<file path="src/rtl/trap_sequencer.sv">
// Trap sequencer: steps through reset hold, normal operation, trap entry and trap
// return, and drives the PC select, flush and CSR update strobes for each phase.
module trap_sequencer #(
    parameter int RESET_HOLD_CYCLES = 2
) (
    input  logic       clk_in,
    input  logic       reset_in,
    input  logic       stall_in,
    input  logic       illegal_instr_in,
    input  logic       misaligned_instr_in,
    input  logic       misaligned_load_in,
    input  logic       misaligned_store_in,
    input  logic       ecall_in,
    input  logic       ebreak_in,
    input  logic       mret_in,
    input  logic       mie_in,
    input  logic       meie_in,
    input  logic       mtie_in,
    input  logic       msie_in,
    input  logic       meip_in,
    input  logic       mtip_in,
    input  logic       msip_in,
    output logic [1:0] pc_src_out,
    output logic       flush_out,
    output logic       trap_taken_out,
    output logic       set_cause_out,
    output logic       set_epc_out,
    output logic       mie_clear_out,
    output logic       mie_set_out,
    output logic       instret_inc_out,
    output logic [3:0] cause_out,
    output logic       i_or_e_out
);

    typedef enum logic [1:0] {
        RESET       = 2'b00,
        OPERATING   = 2'b01,
        TRAP_TAKEN  = 2'b10,
        TRAP_RETURN = 2'b11
    } state_t;

    localparam logic [3:0] HOLD_LAST = 4'(RESET_HOLD_CYCLES - 1);

    state_t     state_q, state_d;
    logic [3:0] holdCnt_q, holdCnt_d;
    logic [3:0] causeCode_q, causeCode_d;
    logic       isInterrupt_q, isInterrupt_d;

    logic excEvent;
    logic irqEvent;

    assign excEvent = misaligned_instr_in | illegal_instr_in | ebreak_in | ecall_in
                    | misaligned_load_in | misaligned_store_in;
    assign irqEvent = mie_in & ((meie_in & meip_in) | (msie_in & msip_in) | (mtie_in & mtip_in));

    always_ff @(posedge clk_in or posedge reset_in) begin
        if (reset_in) begin
            state_q       <= RESET;
            holdCnt_q     <= 4'd0;
            causeCode_q   <= 4'd0;
            isInterrupt_q <= 1'b0;
        end else begin
            state_q       <= state_d;
            holdCnt_q     <= holdCnt_d;
            causeCode_q   <= causeCode_d;
            isInterrupt_q <= isInterrupt_d;
        end
    end

    always_comb begin
        state_d   = state_q;
        holdCnt_d = 4'd0;
        case (state_q)
            RESET: begin
                if (holdCnt_q == HOLD_LAST) begin
                    state_d = OPERATING;
                end else begin
                    holdCnt_d = holdCnt_q + 4'd1;
                end
            end
            OPERATING: begin
                if (!stall_in) begin
                    if (irqEvent || excEvent) begin
                        state_d = TRAP_TAKEN;
                    end else if (mret_in) begin
                        state_d = TRAP_RETURN;
                    end
                end
            end
            TRAP_TAKEN:  state_d = OPERATING;
            TRAP_RETURN: state_d = OPERATING;
            default:     state_d = RESET;
        endcase
    end

    // Cause is captured only on the edge that enters TRAP_TAKEN and held otherwise.
    always_comb begin
        causeCode_d   = causeCode_q;
        isInterrupt_d = isInterrupt_q;
        if (state_q == OPERATING && !stall_in) begin
            if (irqEvent) begin
                isInterrupt_d = 1'b1;
                if (meie_in && meip_in) begin
                    causeCode_d = 4'd11;
                end else if (msie_in && msip_in) begin
                    causeCode_d = 4'd3;
                end else begin
                    causeCode_d = 4'd7;
                end
            end else if (excEvent) begin
                isInterrupt_d = 1'b0;
                if (misaligned_instr_in) begin
                    causeCode_d = 4'd0;
                end else if (illegal_instr_in) begin
                    causeCode_d = 4'd2;
                end else if (ebreak_in) begin
                    causeCode_d = 4'd3;
                end else if (ecall_in) begin
                    causeCode_d = 4'd11;
                end else if (misaligned_load_in) begin
                    causeCode_d = 4'd4;
                end else begin
                    causeCode_d = 4'd6;
                end
            end
        end
    end

    // Strobes are decoded from state alone, except instret which also needs the live stall/event.
    always_comb begin
        pc_src_out      = 2'b00;
        flush_out       = 1'b0;
        trap_taken_out  = 1'b0;
        set_cause_out   = 1'b0;
        set_epc_out     = 1'b0;
        mie_clear_out   = 1'b0;
        mie_set_out     = 1'b0;
        instret_inc_out = 1'b0;
        case (state_q)
            RESET: begin
                pc_src_out = 2'b00;
                flush_out  = 1'b1;
            end
            OPERATING: begin
                pc_src_out      = 2'b11;
                instret_inc_out = ~stall_in & ~irqEvent & ~excEvent;
            end
            TRAP_TAKEN: begin
                pc_src_out     = 2'b10;
                flush_out      = 1'b1;
                trap_taken_out = 1'b1;
                set_cause_out  = 1'b1;
                set_epc_out    = 1'b1;
                mie_clear_out  = 1'b1;
            end
            TRAP_RETURN: begin
                pc_src_out  = 2'b01;
                flush_out   = 1'b1;
                mie_set_out = 1'b1;
            end
            default: begin
                pc_src_out = 2'b00;
                flush_out  = 1'b1;
            end
        endcase
    end

    assign cause_out  = causeCode_q;
    assign i_or_e_out = isInterrupt_q;

endmodule

</file>
<file path="config.mk">
export PLATFORM = sky130hd
export DESIGN_NAME = trap_sequencer
export DESIGN_NICKNAME = d
export VERILOG_FILES = /design/src/rtl/trap_sequencer.sv
export SDC_FILE = /design/constraint.sdc
export NUM_CORES = 1
export LEC_CHECK = 0
export ABC_AREA = 0
export BUFFER_PORTS_ARGS = -buffer_cell sky130_fd_sc_hd__buf_2
export CORE_MARGIN = 2
export CORE_UTILIZATION = 42
export CTS_BUF_LIST = sky130_fd_sc_hd__clkbuf_16
export CTS_CLUSTER_SIZE = 12
export DETAILED_ROUTE_END_ITERATION = 16
export GPL_TIMING_DRIVEN = 0
export PLACE_DENSITY = 0.81
export SLEW_MARGIN = 15
export SYNTH_ARGS = -nofsm -noshare
export SYNTH_HDL_FRONTEND = slang
export SYNTH_SLANG_ARGS = --single-unit
</file>
<file path="constraint.sdc">
create_clock -name clk_in -period 1.4 [get_ports clk_in]
set_input_delay 0.28 -clock clk_in [delete_from_list [all_inputs] [get_ports clk_in]]
set_output_delay 0.28 -clock clk_in [all_outputs]
set_load 0.02 [all_outputs]
</file>
; ---- After elaboration in Yosys (flattened, before gate mapping)
; Cells that the tools add are included.
[totals]
register_bits = 11
out_inout_bits = 14
inputBits = 17
ram_bits = 0
latch_bits = 0
n_memories = 0
mem_bits_ro = 0
[classes]
n_reduce_logical = 11
mux = 23
n_shift = 0
bitwise = 16
magnitude_cmp = 0
add_sub_neg = 1
div = 0
multipliers = 0
eq_ne = 7
[ops]
columns = cell, n
row1 = $mux 4, 9
row2 = $mux 2, 5
row3 = $pmux 2 s4, 1
row4 = $or 1x1->1, 7
row5 = $and 1x1->1, 6
row6 = $mux 1, 6
row7 = $pmux 2 s3, 1
row8 = $add 4x1->4 const B, 1
row9 = $eq 2x2->1 const B, 2
row10 = $eq 4x1->1 const B, 1
row11 = $ne 2x2->1 const B, 2
row12 = $logic_and 1x1->1, 3
row13 = $mux 3, 1
row14 = $ne 3x3->1 const B, 1
row15 = $not 1->1, 3
row16 = $reduce_and 3->1, 1
row17 = $reduce_or 3->1, 1
row18 = $eq 2x1->1 const B, 1
row19 = $logic_not 2->1, 1
row20 = $reduce_and 2->1, 1
row21 = $reduce_bool 2->1, 1
row22 = $reduce_or 2->1, 1
row23 = $logic_not 1->1, 1
row24 = $logic_or 1x1->1, 1

; ---- Depth between registers and ports, before layout
; Gate-level depths: netlist of run 1.
[logic_depth]
depth_word = 9
depth_mapped = 6
ltp_nobuf = 6

; ---- Worst setup path before layout of run 1
; OpenSTA, ideal clock, no wires.
[synth_path]
kind = register to output
from = reg state_q[1]
to = out instret_inc_out
t_arrival_ps = 1143
path_buffers = 0
slack_ps = -23
stages_incl_launch_ff = 5
cell_sequence = dfrtp_1 inv_1 ha_1 and2b_2 and2_2
[synth_between]
elab_chain_cells = 2
[synth_lines]
columns = element, line
row1 = from (decl), 44  ; state_t state_q, state_d;
row2 = from (signal assigned), 63  ; state_q <= state_d;
row3 = $eq 2x1->1, 139  ; case (state_q)
row4 = $mux 1, 139
row5 = to (decl), 30  ; output logic instret_inc_out,
; No other way between the ends.

; ---- Worst setup path after layout of run 1
; Ends and elaborated chain as after synthesis.

==> run_summary.xml, run 1 <==
<?xml version="1.0" encoding="UTF-8"?>
<metrics>
  <group name="status">
    <metric name="outcome" unit="">finished, violations left</metric>
    <metric name="violated_checks" unit="">negative setup slack</metric>
  </group>
  <group name="cells_and_area">
    <metric name="flow.area_growth_from_synthesis" unit="%">78.5</metric>
    <metric name="final_nets" unit="">151</metric>
    <metric name="insertedDiodeCount" unit="">0</metric>
    <metric name="final-instance-count-excl-fill" unit="">150</metric>
    <metric name="layout.core_utilization" unit="%">78.5</metric>
    <metric name="most_common_cell_after_layout_fill_and_taps_aside" unit="">sky130_fd_sc_hd__buf_2</metric>
    <metric name="share_of_layout_cells_above_drive_strength_1" unit="%">61.6</metric>
    <metric name="final_design_area_no_fill" unit="um2">1340</metric>
    <metric name="layout.cells.most_common_list" unit="">sky130_fd_sc_hd__buf_2, sky130_fd_sc_hd__buf_6, sky130_fd_sc_hd__buf_4</metric>
  </group>
  <group name="worst_setup_path">
    <metric name="worstPathMaxFanout" unit="">2</metric>
    <metric name="regToRegEndpoint" unit="">state_q[0]</metric>
    <metric name="worst_ep_arrival_time" unit="ns">1.33</metric>
    <metric name="critical_path.slowest_cell" unit="">sky130_fd_sc_hd__dfrtp_1</metric>
    <metric name="worst_path_largest_cell_delay" unit="ns">0.40</metric>
    <metric name="ff2ff_setup_slack" unit="ns">-0.09</metric>
    <metric name="crit_path_capture_type" unit="">primary output</metric>
    <metric name="timing.critical_path.from_type" unit="">register</metric>
    <metric name="critPathRequiredTime" unit="ns">1.12</metric>
    <metric name="startpoint" unit="">state_q[1]</metric>
    <metric name="r2r_start" unit="">state_q[1]</metric>
    <metric name="cp_cell_sequence" unit="">inv_2, ha_4, and2b_2, and2_4, buf_6</metric>
    <metric name="critPathKind" unit="">register to primary output</metric>
    <metric name="reg2reg_depth" unit="">7</metric>
  </group>
  <group name="sta">
    <metric name="timing.max_slew.rel_slack" unit="%">73.6</metric>
    <metric name="layout_setup_ws" unit="ns">-0.207</metric>
    <metric name="setup-tns-final" unit="ns">-1.20</metric>
    <metric name="final_period_minus_worst_setup_slack" unit="ns">1.61</metric>
    <metric name="tightest_slew" unit="ns">0.396</metric>
    <metric name="grt_setup_unrepaired" unit="">true</metric>
    <metric name="slew_viol_final" unit="">0</metric>
    <metric name="fin_skew" unit="ns">0.000574</metric>
    <metric name="report.final.hold_viol_count" unit="">0</metric>
    <metric name="final.period_utilization" unit="%">115</metric>
    <metric name="fmax" unit="MHz">622</metric>
    <metric name="setup_violations" unit="">12</metric>
  </group>
  <group name="clocking">
    <metric name="cts.hold.buffers_added" unit="">0</metric>
    <metric name="cts_buffer_depth" unit="">2</metric>
    <metric name="tritoncts.num_buffers" unit="">3</metric>
    <metric name="cts_max_level" unit="">1</metric>
    <metric name="cts_tree" unit="">built</metric>
    <metric name="clk_transition_reported_paths" unit="ns">0.04</metric>
    <metric name="cts.sinks" unit="">11</metric>
    <metric name="insertion_delay" unit="ns">0.24</metric>
    <metric name="clk_root_buffer_cell" unit="">sky130_fd_sc_hd__clkbuf_16</metric>
  </group>
  <group name="routing">
    <metric name="met1_length" unit="um">933</metric>
    <metric name="drt_drc_violations_left" unit="">0</metric>
    <metric name="drtPass1Iterations" unit="">4</metric>
    <metric name="routed_wire_length_per_instance" unit="um">14.8</metric>
    <metric name="met2_length" unit="um">1150</metric>
    <metric name="routed_wl" unit="um">2230</metric>
    <metric name="route.top_layer_used" unit="">met4</metric>
    <metric name="route.met3.wl" unit="um">91</metric>
    <metric name="via_count" unit="">768</metric>
    <metric name="routed_vias_inst" unit="">5.12</metric>
    <metric name="postRouteAntennaNets" unit="">0</metric>
    <metric name="detailedRoute.firstIterationViolations" unit="">11</metric>
  </group>
  <group name="power_and_ir_drop">
    <metric name="internal_power" unit="uW">1700</metric>
    <metric name="share_seq_of_total_power" unit="%">19.1</metric>
    <metric name="leakage" unit="uW">0.000647</metric>
    <metric name="power.share.combinational" unit="%">62.6</metric>
    <metric name="power_frac_clock" unit="%">18.3</metric>
    <metric name="switching_share" unit="%">39.9</metric>
    <metric name="power.switching" unit="uW">1130</metric>
    <metric name="pwr_cell_area" unit="nW/um2">2110</metric>
    <metric name="ir_drop" unit="V">0.00118</metric>
  </group>
  <group name="floorplanning">
    <metric name="initial_core_utilization" unit="%">44.0</metric>
    <metric name="boundaryPins" unit="">31</metric>
    <metric name="floorplan.rows" unit="">15</metric>
    <metric name="die_span_x" unit="um">46.3</metric>
    <metric name="placeableCoreArea" unit="um2">1710</metric>
    <metric name="die_h" unit="um">46.3</metric>
    <metric name="die_area" unit="um2">2140</metric>
  </group>
  <group name="run">
    <metric name="max_cap_viol_count" unit="">0</metric>
  </group>
  <group name="logic_synthesis">
    <metric name="synth.yosys.warnings" unit="">0</metric>
    <metric name="postSynthAreaPerCell" unit="um2">9.88</metric>
    <metric name="mappedNetlistNets" unit="">101</metric>
    <metric name="synth.distinct_cells" unit="">30</metric>
    <metric name="post_synth_inst_count" unit="">76</metric>
    <metric name="ys_ff_latch" unit="">11</metric>
    <metric name="synth-seq-area-share" unit="%">36.7</metric>
    <metric name="area_of_the_mapped_netlist" unit="um2">751</metric>
  </group>
  <group name="global_routing">
    <metric name="via_count_of_the_first_global_routing_pass" unit="">709</metric>
    <metric name="globalRoute.totalOverflow" unit="">0</metric>
    <metric name="grt_max_degree" unit="">12</metric>
    <metric name="grt_usage" unit="%">22.3</metric>
    <metric name="grt_first_pass_wirelength" unit="um">3290</metric>
    <metric name="grt_antenna_before_repair" unit="">0</metric>
  </group>
  <group name="placement">
    <metric name="dp_cells" unit="">131</metric>
    <metric name="portBuffers" unit="">30</metric>
    <metric name="place.gp.congestion" unit="">0.735</metric>
    <metric name="placed_cell_area" unit="um2">935</metric>
    <metric name="place.detailed.hpwl" unit="um">1270</metric>
  </group>
  <group name="worst_hold_path">
    <metric name="worstHoldPathType" unit="">input pin to async pin</metric>
  </group>
</metrics>
-- registers in the layout (all words and copies together) (netlist names) --
| name | flops |
|---|---|
| cause_out | 4 |
| holdCnt_q | 4 |
| state_q | 2 |
| i_or_e_out | 1 |
-- synthesized netlist by cell type, drive strengths merged --
cell type | number | area share [%]
a221oi | 1 | 1.2
o211a | 1 | 1.3
nor2 | 9 | 4.5
inv | 10 | 5.0
a211oi | 1 | 1.0
a21oi | 3 | 2.0
o31a | 1 | 1.2
o31ai | 3 | 3.0
mux2 | 2 | 4.0
and2 | 2 | 1.8
xnor2 | 2 | 2.3
nor3 | 2 | 1.3
nor4b | 1 | 1.2
a22oi | 2 | 2.0
o22ai | 1 | 0.83
nand2 | 1 | 0.50
and2b | 1 | 1.2
a222oi | 1 | 1.3
nand3 | 1 | 0.67
a31oi | 1 | 0.83
o21ai | 3 | 2.0
dfrtp | 11 | 37
and3 | 1 | 1.0
ha | 8 | 13
nand2b | 1 | 1.8
buf | 3 | 3.0
a21o | 1 | 1.0
or2b | 1 | 1.2
nor4 | 1 | 2.8
-- layout make-up --
type	count	area, um2
plain buffers	3	33.8
clock buffers	3	75.1
clock inverters	1	3.75
fillers	99	368
inverters	10	42.5
multi-input cells	52	531
flip-flops and latches	11	277
well taps	25	31.3
repair buffers	45	347
-- repair_timing --
action | CTS | global route
pin swaps | 10 | 8
setup endpoints to repair | 13 | 14
gates resized for setup | 38 | 15
gates cloned | 0 | 0
setup buffers | 10 | 5
-- critical path, delay by kind of cell (launching register included) --
kind                     cells  cell delay (ns)
AND/OR/NAND/NOR              2             0.32
adder cells (fa/ha/maj)      1             0.16
buffers and inverters        2             0.20
flip-flops                   1             0.40
-- how the worst max path moves through the flow --
stage,endpoint,cells after the start
global route,instret_inc_out,5
finish,instret_inc_out,5
detailed placement,cause_out[0],5
floorplan,cause_out[0],4
CTS,instret_inc_out,4
global placement,cause_out[0],5
-- power groups by stage --
stage | registers (uW) | logic [uW] | clock network [uW]
6_report | 542 | 1770 | 519
3_5_place_dp | 529 | 969 | 0
2_1_floorplan | 591 | 619 | 0
3_3_place_gp | 522 | 939 | 0
4_1_cts | 518 | 1470 | 510
5_1_grt | 555 | 1880 | 528
-- kinds of logic (layout without fill, tap and decap cells) --
| group | Yosys count | count (layout) | share of synthesized area, % |
|---|---|---|---|
| xor gates and xnor gates | 2 | 2 | 2.33 |
| buffers and inverters | 13 | 62 | 8.00 |
| and+or+nand+nor | 21 | 21 | 18.0 |
| adders and majority gates | 8 | 8 | 13.3 |
| muxes | 2 | 2 | 4.00 |
| DFF | 11 | 11 | 36.7 |
| AOI/OAI and AO/OA | 19 | 19 | 17.7 |
-- routing by layer --
metal  up-vias  global-route usage, %
li1        367                      -
met3         6                   4.71
met4         0                   8.57
met5         -                      0
met2        27                   35.0
met1       368                   29.8
-- metrics by stage --
step	hold slack, ns	worst slack (ns)	power [uW]
2_1_floorplan	0.132	-0.0115	1210
3_3_place_gp	0.275	-0.236	1460
3_5_place_dp	0.279	-0.276	1500
4_1_cts	0.0316	-0.179	2500
5_1_grt	0.0637	-0.233	2970
6_report	0.0147	-0.207	2830
Power figures use the tool's default switching activity.
==> run 2: changes to the inputs <==
--- a/config.mk
+++ b/config.mk
@@ -12,7 +12,7 @@
 export CTS_BUF_LIST = sky130_fd_sc_hd__clkbuf_16
 export CTS_CLUSTER_SIZE = 12
 export DETAILED_ROUTE_END_ITERATION = 16
-export GPL_TIMING_DRIVEN = 0
+export GPL_TIMING_DRIVEN = 1
 export PLACE_DENSITY = 0.81
 export SLEW_MARGIN = 15
 export SYNTH_ARGS = -nofsm -noshare
==> run 2 against run 1 <==
The run still ends with negative setup slack left. Wire length decreased by 19%. Count of clock-buffer cells in the layout unchanged. Fmax increased by 1.5%. Critical path depth decreased by 1. Total power decreased by 13%. Critical path type unchanged. Largest cell class unchanged. Largest power group unchanged.
==> run_summary.xml, run 2 (synthesis results as in run 1) <==
<?xml version="1.0" encoding="UTF-8"?>
<metrics>
  <group name="status">
    <metric name="outcome" unit="">finished, violations left</metric>
    <metric name="violated_checks" unit="">negative setup slack</metric>
  </group>
  <group name="worst_setup_path">
    <metric name="crit_path_capture_type" unit="">primary output</metric>
    <metric name="timing.critical_path.depth" unit="">4</metric>
    <metric name="startpoint" unit="">state_q[0]</metric>
    <metric name="worst_path_largest_cell_delay" unit="ns">0.41</metric>
    <metric name="critPathRequiredTime" unit="ns">1.12</metric>
    <metric name="r2r_start" unit="">state_q[0]</metric>
    <metric name="critical_path.endpoint" unit="">instret_inc_out</metric>
    <metric name="worstPathMaxFanout" unit="">2</metric>
    <metric name="regToRegEndpoint" unit="">cause_out[1]</metric>
    <metric name="cp_cell_sequence" unit="">ha_2, and2b_2, and2_4, buf_6</metric>
    <metric name="reg2reg_depth" unit="">5</metric>
    <metric name="worst_ep_arrival_time" unit="ns">1.30</metric>
    <metric name="critical_path.top_delay_family" unit="">flip-flops</metric>
    <metric name="timing.critical_path.buf_inv" unit="">1</metric>
    <metric name="timing.critical_path.from_type" unit="">register</metric>
    <metric name="critPathKind" unit="">register to primary output</metric>
    <metric name="ff2ff_setup_slack" unit="ns">-0.03</metric>
    <metric name="critical_path.slowest_cell" unit="">sky130_fd_sc_hd__dfrtp_1</metric>
  </group>
  <group name="clocking">
    <metric name="clk_root_buffer_cell" unit="">sky130_fd_sc_hd__clkbuf_16</metric>
    <metric name="insertion_delay" unit="ns">0.23</metric>
    <metric name="cts_buffer_depth" unit="">2</metric>
    <metric name="cts.hold.buffers_added" unit="">0</metric>
    <metric name="cts.sinks" unit="">11</metric>
    <metric name="clk_transition_reported_paths" unit="ns">0.04</metric>
    <metric name="cts_tree" unit="">built</metric>
    <metric name="tritoncts.num_buffers" unit="">3</metric>
    <metric name="cts_max_level" unit="">1</metric>
  </group>
  <group name="sta">
    <metric name="tightest_slew" unit="ns">0.408</metric>
    <metric name="slew_viol_final" unit="">0</metric>
    <metric name="fin_skew" unit="ns">0.00206</metric>
    <metric name="setup-tns-final" unit="ns">-0.719</metric>
    <metric name="timing.max_slew.rel_slack" unit="%">72.7</metric>
    <metric name="layout_setup_ws" unit="ns">-0.182</metric>
    <metric name="grt_setup_unrepaired" unit="">true</metric>
    <metric name="report.final.hold_viol_count" unit="">0</metric>
    <metric name="setup_violations" unit="">10</metric>
    <metric name="final.period_utilization" unit="%">113</metric>
    <metric name="fmax" unit="MHz">632</metric>
    <metric name="final_period_minus_worst_setup_slack" unit="ns">1.58</metric>
    <metric name="worst_hold_slack_across_all_endpoints" unit="ns">0.0261</metric>
  </group>
  <group name="global_routing">
    <metric name="grt_antenna_before_repair" unit="">0</metric>
    <metric name="grt_first_pass_wirelength" unit="um">2750</metric>
    <metric name="grt_usage" unit="%">18.1</metric>
    <metric name="grt_max_degree" unit="">12</metric>
    <metric name="via_count_of_the_first_global_routing_pass" unit="">684</metric>
    <metric name="globalRoute.totalOverflow" unit="">0</metric>
  </group>
  <group name="placement">
    <metric name="dp_worst_setup_slack" unit="ns">-0.188</metric>
    <metric name="place.gp.congestion" unit="">0.861</metric>
    <metric name="portBuffers" unit="">30</metric>
    <metric name="place.detailed.hpwl" unit="um">1320</metric>
  </group>
  <group name="routing">
    <metric name="postRouteAntennaNets" unit="">0</metric>
    <metric name="routed_vias_inst" unit="">5.03</metric>
    <metric name="routed_wire_length_per_instance" unit="um">12.4</metric>
    <metric name="drtPass1Iterations" unit="">4</metric>
    <metric name="drt_drc_violations_left" unit="">0</metric>
    <metric name="detailedRoute.firstIterationViolations" unit="">12</metric>
    <metric name="via_count" unit="">729</metric>
    <metric name="routed_wl" unit="um">1800</metric>
  </group>
  <group name="floorplanning">
    <metric name="die_area" unit="um2">2140</metric>
    <metric name="die_h" unit="um">46.3</metric>
    <metric name="initial_core_utilization" unit="%">44.0</metric>
    <metric name="floorplan.rows" unit="">15</metric>
    <metric name="boundaryPins" unit="">31</metric>
    <metric name="placeableCoreArea" unit="um2">1710</metric>
    <metric name="die_span_x" unit="um">46.3</metric>
  </group>
  <group name="power_and_ir_drop">
    <metric name="total_power" unit="uW">2470</metric>
    <metric name="pwr_cell_area" unit="nW/um2">2000</metric>
    <metric name="leakage" unit="uW">0.000610</metric>
    <metric name="ir_drop" unit="V">0.00115</metric>
  </group>
  <group name="cells_and_area">
    <metric name="multi_input_combinational_cell_area" unit="um2">490</metric>
    <metric name="share_of_layout_cells_above_drive_strength_1" unit="%">54.2</metric>
    <metric name="layout_filler_cell_count" unit="">118</metric>
    <metric name="most_common_cell_after_layout_fill_and_taps_aside" unit="">sky130_fd_sc_hd__buf_2</metric>
    <metric name="insertedDiodeCount" unit="">0</metric>
    <metric name="layout.core_utilization" unit="%">72.3</metric>
    <metric name="flow.area_growth_from_synthesis" unit="%">64.5</metric>
    <metric name="layout.cells.most_common_list" unit="">sky130_fd_sc_hd__buf_2, sky130_fd_sc_hd__buf_4, sky130_fd_sc_hd__dfrtp_1, sky130_fd_sc_hd__buf_6, sky130_fd_sc_hd__inv_1</metric>
    <metric name="final_nets" unit="">146</metric>
    <metric name="sequential_cell_area_in_the_final_layout" unit="um2">275</metric>
  </group>
  <group name="run">
    <metric name="max_cap_viol_count" unit="">0</metric>
  </group>
  <group name="worst_hold_path">
    <metric name="worstHoldPathType" unit="">input pin to async pin</metric>
  </group>
</metrics>
[run 2: changes by cell type in the layout (fill, tap and decap cells not counted), moves of 2 or more]
cell and change:
sky130_fd_sc_hd__inv_2 -3, sky130_fd_sc_hd__inv_1 +3, sky130_fd_sc_hd__ha_2 +2, sky130_fd_sc_hd__ha_4 -2, sky130_fd_sc_hd__buf_6 -7
[run 2: power breakdown]
part / switching, uW / total, uW / internal [uW]
registers: 75.5 / 507 / 431
clock network: 127 / 500 / 373
logic: 763 / 1460 / 697
[run 2: per-layer routing]
layer / share of wire [%] / track usage (%) / wire length [um] / vias to the layer above
li1: - / - / - / 356
met2: 53 / 31.1 / 954 / 30
met1: 41 / 22.5 / 738 / 341
met5: 0 / 0 / 0 / -
met4: 0.78 / 5.71 / 14 / 0
met3: 5.2 / 3.53 / 93 / 2
[run 2: worst register-to-register path, cell delays in order (launching register included)]
cell,delay [ns]
sky130_fd_sc_hd__dfrtp_1,0.41
sky130_fd_sc_hd__ha_2,0.19
sky130_fd_sc_hd__and2b_2,0.19
sky130_fd_sc_hd__buf_4,0.14
sky130_fd_sc_hd__nand2b_4,0.08
sky130_fd_sc_hd__mux2_4,0.30
[run 2: stage by stage]
stage	instance area [um2]	instances
after floorplan	753	76
after global placement	995	139
after detailed placement	995	139
after CTS	1160	144
after global routing	1230	145
final	1230	145
[run 2: repair_timing]
item,in CTS,in global routing
resized for setup,23,14
endpoints found under the hold margin,0,0
buffers inserted,1,1
pin swaps,5,5
setup endpoints to repair,10,14
[run 2: cell type report]
class	count	share of cell area, %
Sequential cell	11	22.3
Clock inverter	1	0.304
Clock buffer	3	6.08
Multi-Input combinational cell	52	39.7
Timing Repair Buffer	43	25.4
Tap cell	25	2.53
Inverter	10	3.65
[run 2: how the worst min path moves through the flow]
stage          startpoint            to  cells after the start
6_report         reset_in  cause_out[3]                      2
5_1_grt          reset_in    state_q[0]                      2
4_1_cts          reset_in  holdCnt_q[3]                      2
3_3_place_gp     reset_in  holdCnt_q[0]                      2
3_5_place_dp     reset_in  holdCnt_q[1]                      2
2_1_floorplan    reset_in  cause_out[0]                      1
==> run 3: changes to the inputs <==
--- a/config.mk
+++ b/config.mk
@@ -7,13 +7,15 @@
 export LEC_CHECK = 0
 export ABC_AREA = 0
 export BUFFER_PORTS_ARGS = -buffer_cell sky130_fd_sc_hd__buf_2
+export CELL_PAD_IN_SITES_DETAIL_PLACEMENT = 0
+export CELL_PAD_IN_SITES_GLOBAL_PLACEMENT = 2
 export CORE_MARGIN = 2
-export CORE_UTILIZATION = 42
+export CORE_UTILIZATION = 24
 export CTS_BUF_LIST = sky130_fd_sc_hd__clkbuf_16
 export CTS_CLUSTER_SIZE = 12
 export DETAILED_ROUTE_END_ITERATION = 16
 export GPL_TIMING_DRIVEN = 1
-export PLACE_DENSITY = 0.81
+export PLACE_DENSITY = 0.8
 export SLEW_MARGIN = 15
 export SYNTH_ARGS = -nofsm -noshare
 export SYNTH_HDL_FRONTEND = slang
==> run 3 against run 2 <==
The run still ends with negative setup slack left. Register-to-register slack worse by 0.02 ns. Sequential share of layout area is 2.3 points lower. Critical path depth stayed put. Core utilization is 26 points lower. Non-clock buffer count is 7 higher. Final cell count is 10% higher. Setup slack better by 0.0018 ns. Sequential cell count stayed put. Count of clock-buffer cells in the layout stayed put. Worst hold slack better by 0.0075 ns. Clock skew is 0.0014 ns lower. Fmax is 0.11% higher. Largest cell class unchanged.
==> run_summary.xml, run 3 (synthesis results as in run 1) <==
<?xml version="1.0" encoding="UTF-8"?>
<metrics>
  <group name="global_routing">
    <metric name="grt_antenna_before_repair" unit="">0</metric>
    <metric name="groute.layer.met3.usage" unit="%">3.25</metric>
    <metric name="globalRoute.totalOverflow" unit="">0</metric>
    <metric name="busiest_layer" unit="">met2</metric>
    <metric name="use_met1" unit="%">12.3</metric>
    <metric name="via_count_of_the_first_global_routing_pass" unit="">783</metric>
    <metric name="grt_usage" unit="%">12.1</metric>
    <metric name="grt_max_degree" unit="">12</metric>
    <metric name="grt_first_pass_wirelength" unit="um">3220</metric>
    <metric name="grtUsageMet2" unit="%">22.7</metric>
  </group>
  <group name="power_and_ir_drop">
    <metric name="share_seq_of_total_power" unit="%">18.7</metric>
    <metric name="leakage" unit="uW">0.000665</metric>
    <metric name="power.share.combinational" unit="%">63.1</metric>
    <metric name="ir_drop" unit="V">0.000531</metric>
    <metric name="power_frac_clock" unit="%">18.2</metric>
    <metric name="internal_power" unit="uW">1720</metric>
    <metric name="power.switching" unit="uW">1060</metric>
    <metric name="pwr_cell_area" unit="nW/um2">2020</metric>
    <metric name="switching_share" unit="%">38.3</metric>
  </group>
  <group name="clocking">
    <metric name="insertion_delay" unit="ns">0.24</metric>
    <metric name="clk_root_buffer_cell" unit="">sky130_fd_sc_hd__clkbuf_16</metric>
    <metric name="cts_tree" unit="">built</metric>
    <metric name="cts.sinks" unit="">11</metric>
    <metric name="clk_transition_reported_paths" unit="ns">0.04</metric>
    <metric name="cts_max_level" unit="">1</metric>
    <metric name="cts_buffer_depth" unit="">2</metric>
    <metric name="tritoncts.num_buffers" unit="">3</metric>
  </group>
  <group name="sta">
    <metric name="fmax" unit="MHz">633</metric>
    <metric name="tightest_slew" unit="ns">0.429</metric>
    <metric name="timing.max_slew.rel_slack" unit="%">71.4</metric>
    <metric name="fin_skew" unit="ns">0.000692</metric>
    <metric name="layout_setup_ws" unit="ns">-0.181</metric>
    <metric name="final.period_utilization" unit="%">113</metric>
    <metric name="grt_setup_unrepaired" unit="">true</metric>
    <metric name="final_period_minus_worst_setup_slack" unit="ns">1.58</metric>
    <metric name="slew_viol_final" unit="">0</metric>
    <metric name="report.final.hold_viol_count" unit="">0</metric>
    <metric name="setup_violations" unit="">11</metric>
    <metric name="setup-tns-final" unit="ns">-0.725</metric>
  </group>
  <group name="placement">
    <metric name="place.gp.congestion" unit="">0.845</metric>
    <metric name="portBuffers" unit="">30</metric>
    <metric name="place.detailed.hpwl" unit="um">1500</metric>
    <metric name="placed_cell_area" unit="um2">1020</metric>
  </group>
  <group name="floorplanning">
    <metric name="die_area" unit="um2">3590</metric>
    <metric name="floorplan.rows" unit="">20</metric>
    <metric name="die_h" unit="um">59.9</metric>
    <metric name="initial_core_utilization" unit="%">25.0</metric>
    <metric name="die_span_x" unit="um">59.9</metric>
    <metric name="boundaryPins" unit="">31</metric>
    <metric name="placeableCoreArea" unit="um2">3000</metric>
  </group>
  <group name="routing">
    <metric name="drtPass1Iterations" unit="">4</metric>
    <metric name="routed_vias_inst" unit="">4.76</metric>
    <metric name="routed_wire_length_per_instance" unit="um">12.3</metric>
    <metric name="via_count" unit="">762</metric>
    <metric name="detailedRoute.firstIterationViolations" unit="">7</metric>
    <metric name="drt_drc_violations_left" unit="">0</metric>
    <metric name="routed_wl" unit="um">1960</metric>
    <metric name="postRouteAntennaNets" unit="">0</metric>
  </group>
  <group name="worst_setup_path">
    <metric name="worst_ep_arrival_time" unit="ns">1.30</metric>
    <metric name="crit_path_capture_type" unit="">primary output</metric>
    <metric name="critPathKind" unit="">register to primary output</metric>
    <metric name="critPathRequiredTime" unit="ns">1.12</metric>
    <metric name="timing.critical_path.from_type" unit="">register</metric>
    <metric name="worstPathMaxFanout" unit="">3</metric>
  </group>
  <group name="cells_and_area">
    <metric name="final_nets" unit="">153</metric>
    <metric name="share_of_layout_cells_above_drive_strength_1" unit="%">63.8</metric>
    <metric name="layout.cells.most_common_list" unit="">sky130_fd_sc_hd__buf_2, sky130_fd_sc_hd__buf_6, sky130_fd_sc_hd__buf_4</metric>
    <metric name="final_design_area_no_fill" unit="um2">1380</metric>
    <metric name="flow.area_growth_from_synthesis" unit="%">83.8</metric>
    <metric name="most_common_cell_after_layout_fill_and_taps_aside" unit="">sky130_fd_sc_hd__buf_2</metric>
    <metric name="insertedDiodeCount" unit="">0</metric>
  </group>
  <group name="status">
    <metric name="violated_checks" unit="">negative setup slack</metric>
    <metric name="outcome" unit="">finished, violations left</metric>
  </group>
  <group name="run">
    <metric name="max_cap_viol_count" unit="">0</metric>
  </group>
  <group name="worst_hold_path">
    <metric name="worstHoldPathType" unit="">input pin to async pin</metric>
  </group>
</metrics>
-- run 3: cell types whose count changed in the layout (fill, tap and decap cells not counted), sizes merged --
cell,delta
buf,+7
-- run 3: power groups by stage --
stage,Sequential [uW],Combinational [uW],Clock (uW)
floorplan,591,619,0
global route,539,1920,537
finish,521,1750,507
CTS,511,1300,523
global placement,507,1070,0
detailed placement,513,1090,0
-- run 3: area by class of cell --
cell class                      count  area, um2
Multi-Input combinational cell     52        538
Timing Repair Buffer               50        400
Inverter                           10       45.0
Clock buffer                        3       75.1
Fill cell                         287       1620
Sequential cell                    11        277
Clock inverter                      1       3.75
Tap cell                           33       41.3
-- run 3: final timing paths --
check,from,end,slack [ns],cells past startpoint
worst min register to register,cause_out[0],cause_out[0],0.52,1
worst max register to register,state_q[0],cause_out[1],-0.05,5
min in group clk_in,mret_in,state_q[1],0.37,3
worst max-delay path,state_q[0],instret_inc_out,-0.18,4
worst min-delay path,reset_in,holdCnt_q[0],0.03,2
max in group asynchronous,reset_in,state_q[0],1.04,2
-- run 3: critical path, stage by stage (launching register included) --
cell and delay (ns):
sky130_fd_sc_hd__dfrtp_2 0.44, sky130_fd_sc_hd__ha_4 0.18, sky130_fd_sc_hd__and2b_2 0.20, sky130_fd_sc_hd__and2_4 0.13, sky130_fd_sc_hd__buf_6 0.12
-- run 3: per-stage QoR --
stage | hold WS [ns] | worst slack [ns] | util [%] | total power, uW | cells
floorplan | 0.132 | -0.0115 | - | 1210 | 76
global placement | 0.291 | -0.163 | 34.0 | 1580 | 149
detailed placement | 0.299 | -0.169 | 34.0 | 1600 | 149
CTS | 0.0468 | -0.155 | 39.5 | 2340 | 156
global route | 0.0648 | -0.239 | 46.0 | 2990 | 160
finish | 0.0336 | -0.181 | 46.0 | 2780 | 160
-- run 3: metal layers --
layer  vias to the layer above  share of wire [%]
li1                        367                  -
met1                       365                 38
met2                        27                 55
met3                         3                5.3
met4                         0                1.4
met5                         -                  0
-- run 3: repair_timing --
item / 4_1_cts / 5_1_grt
hold buffers: 0 / 0
setup endpoints to repair: 10 / 17
pin swaps: 5 / 10
buffers inserted: 4 / 4
resized for setup: 22 / 33
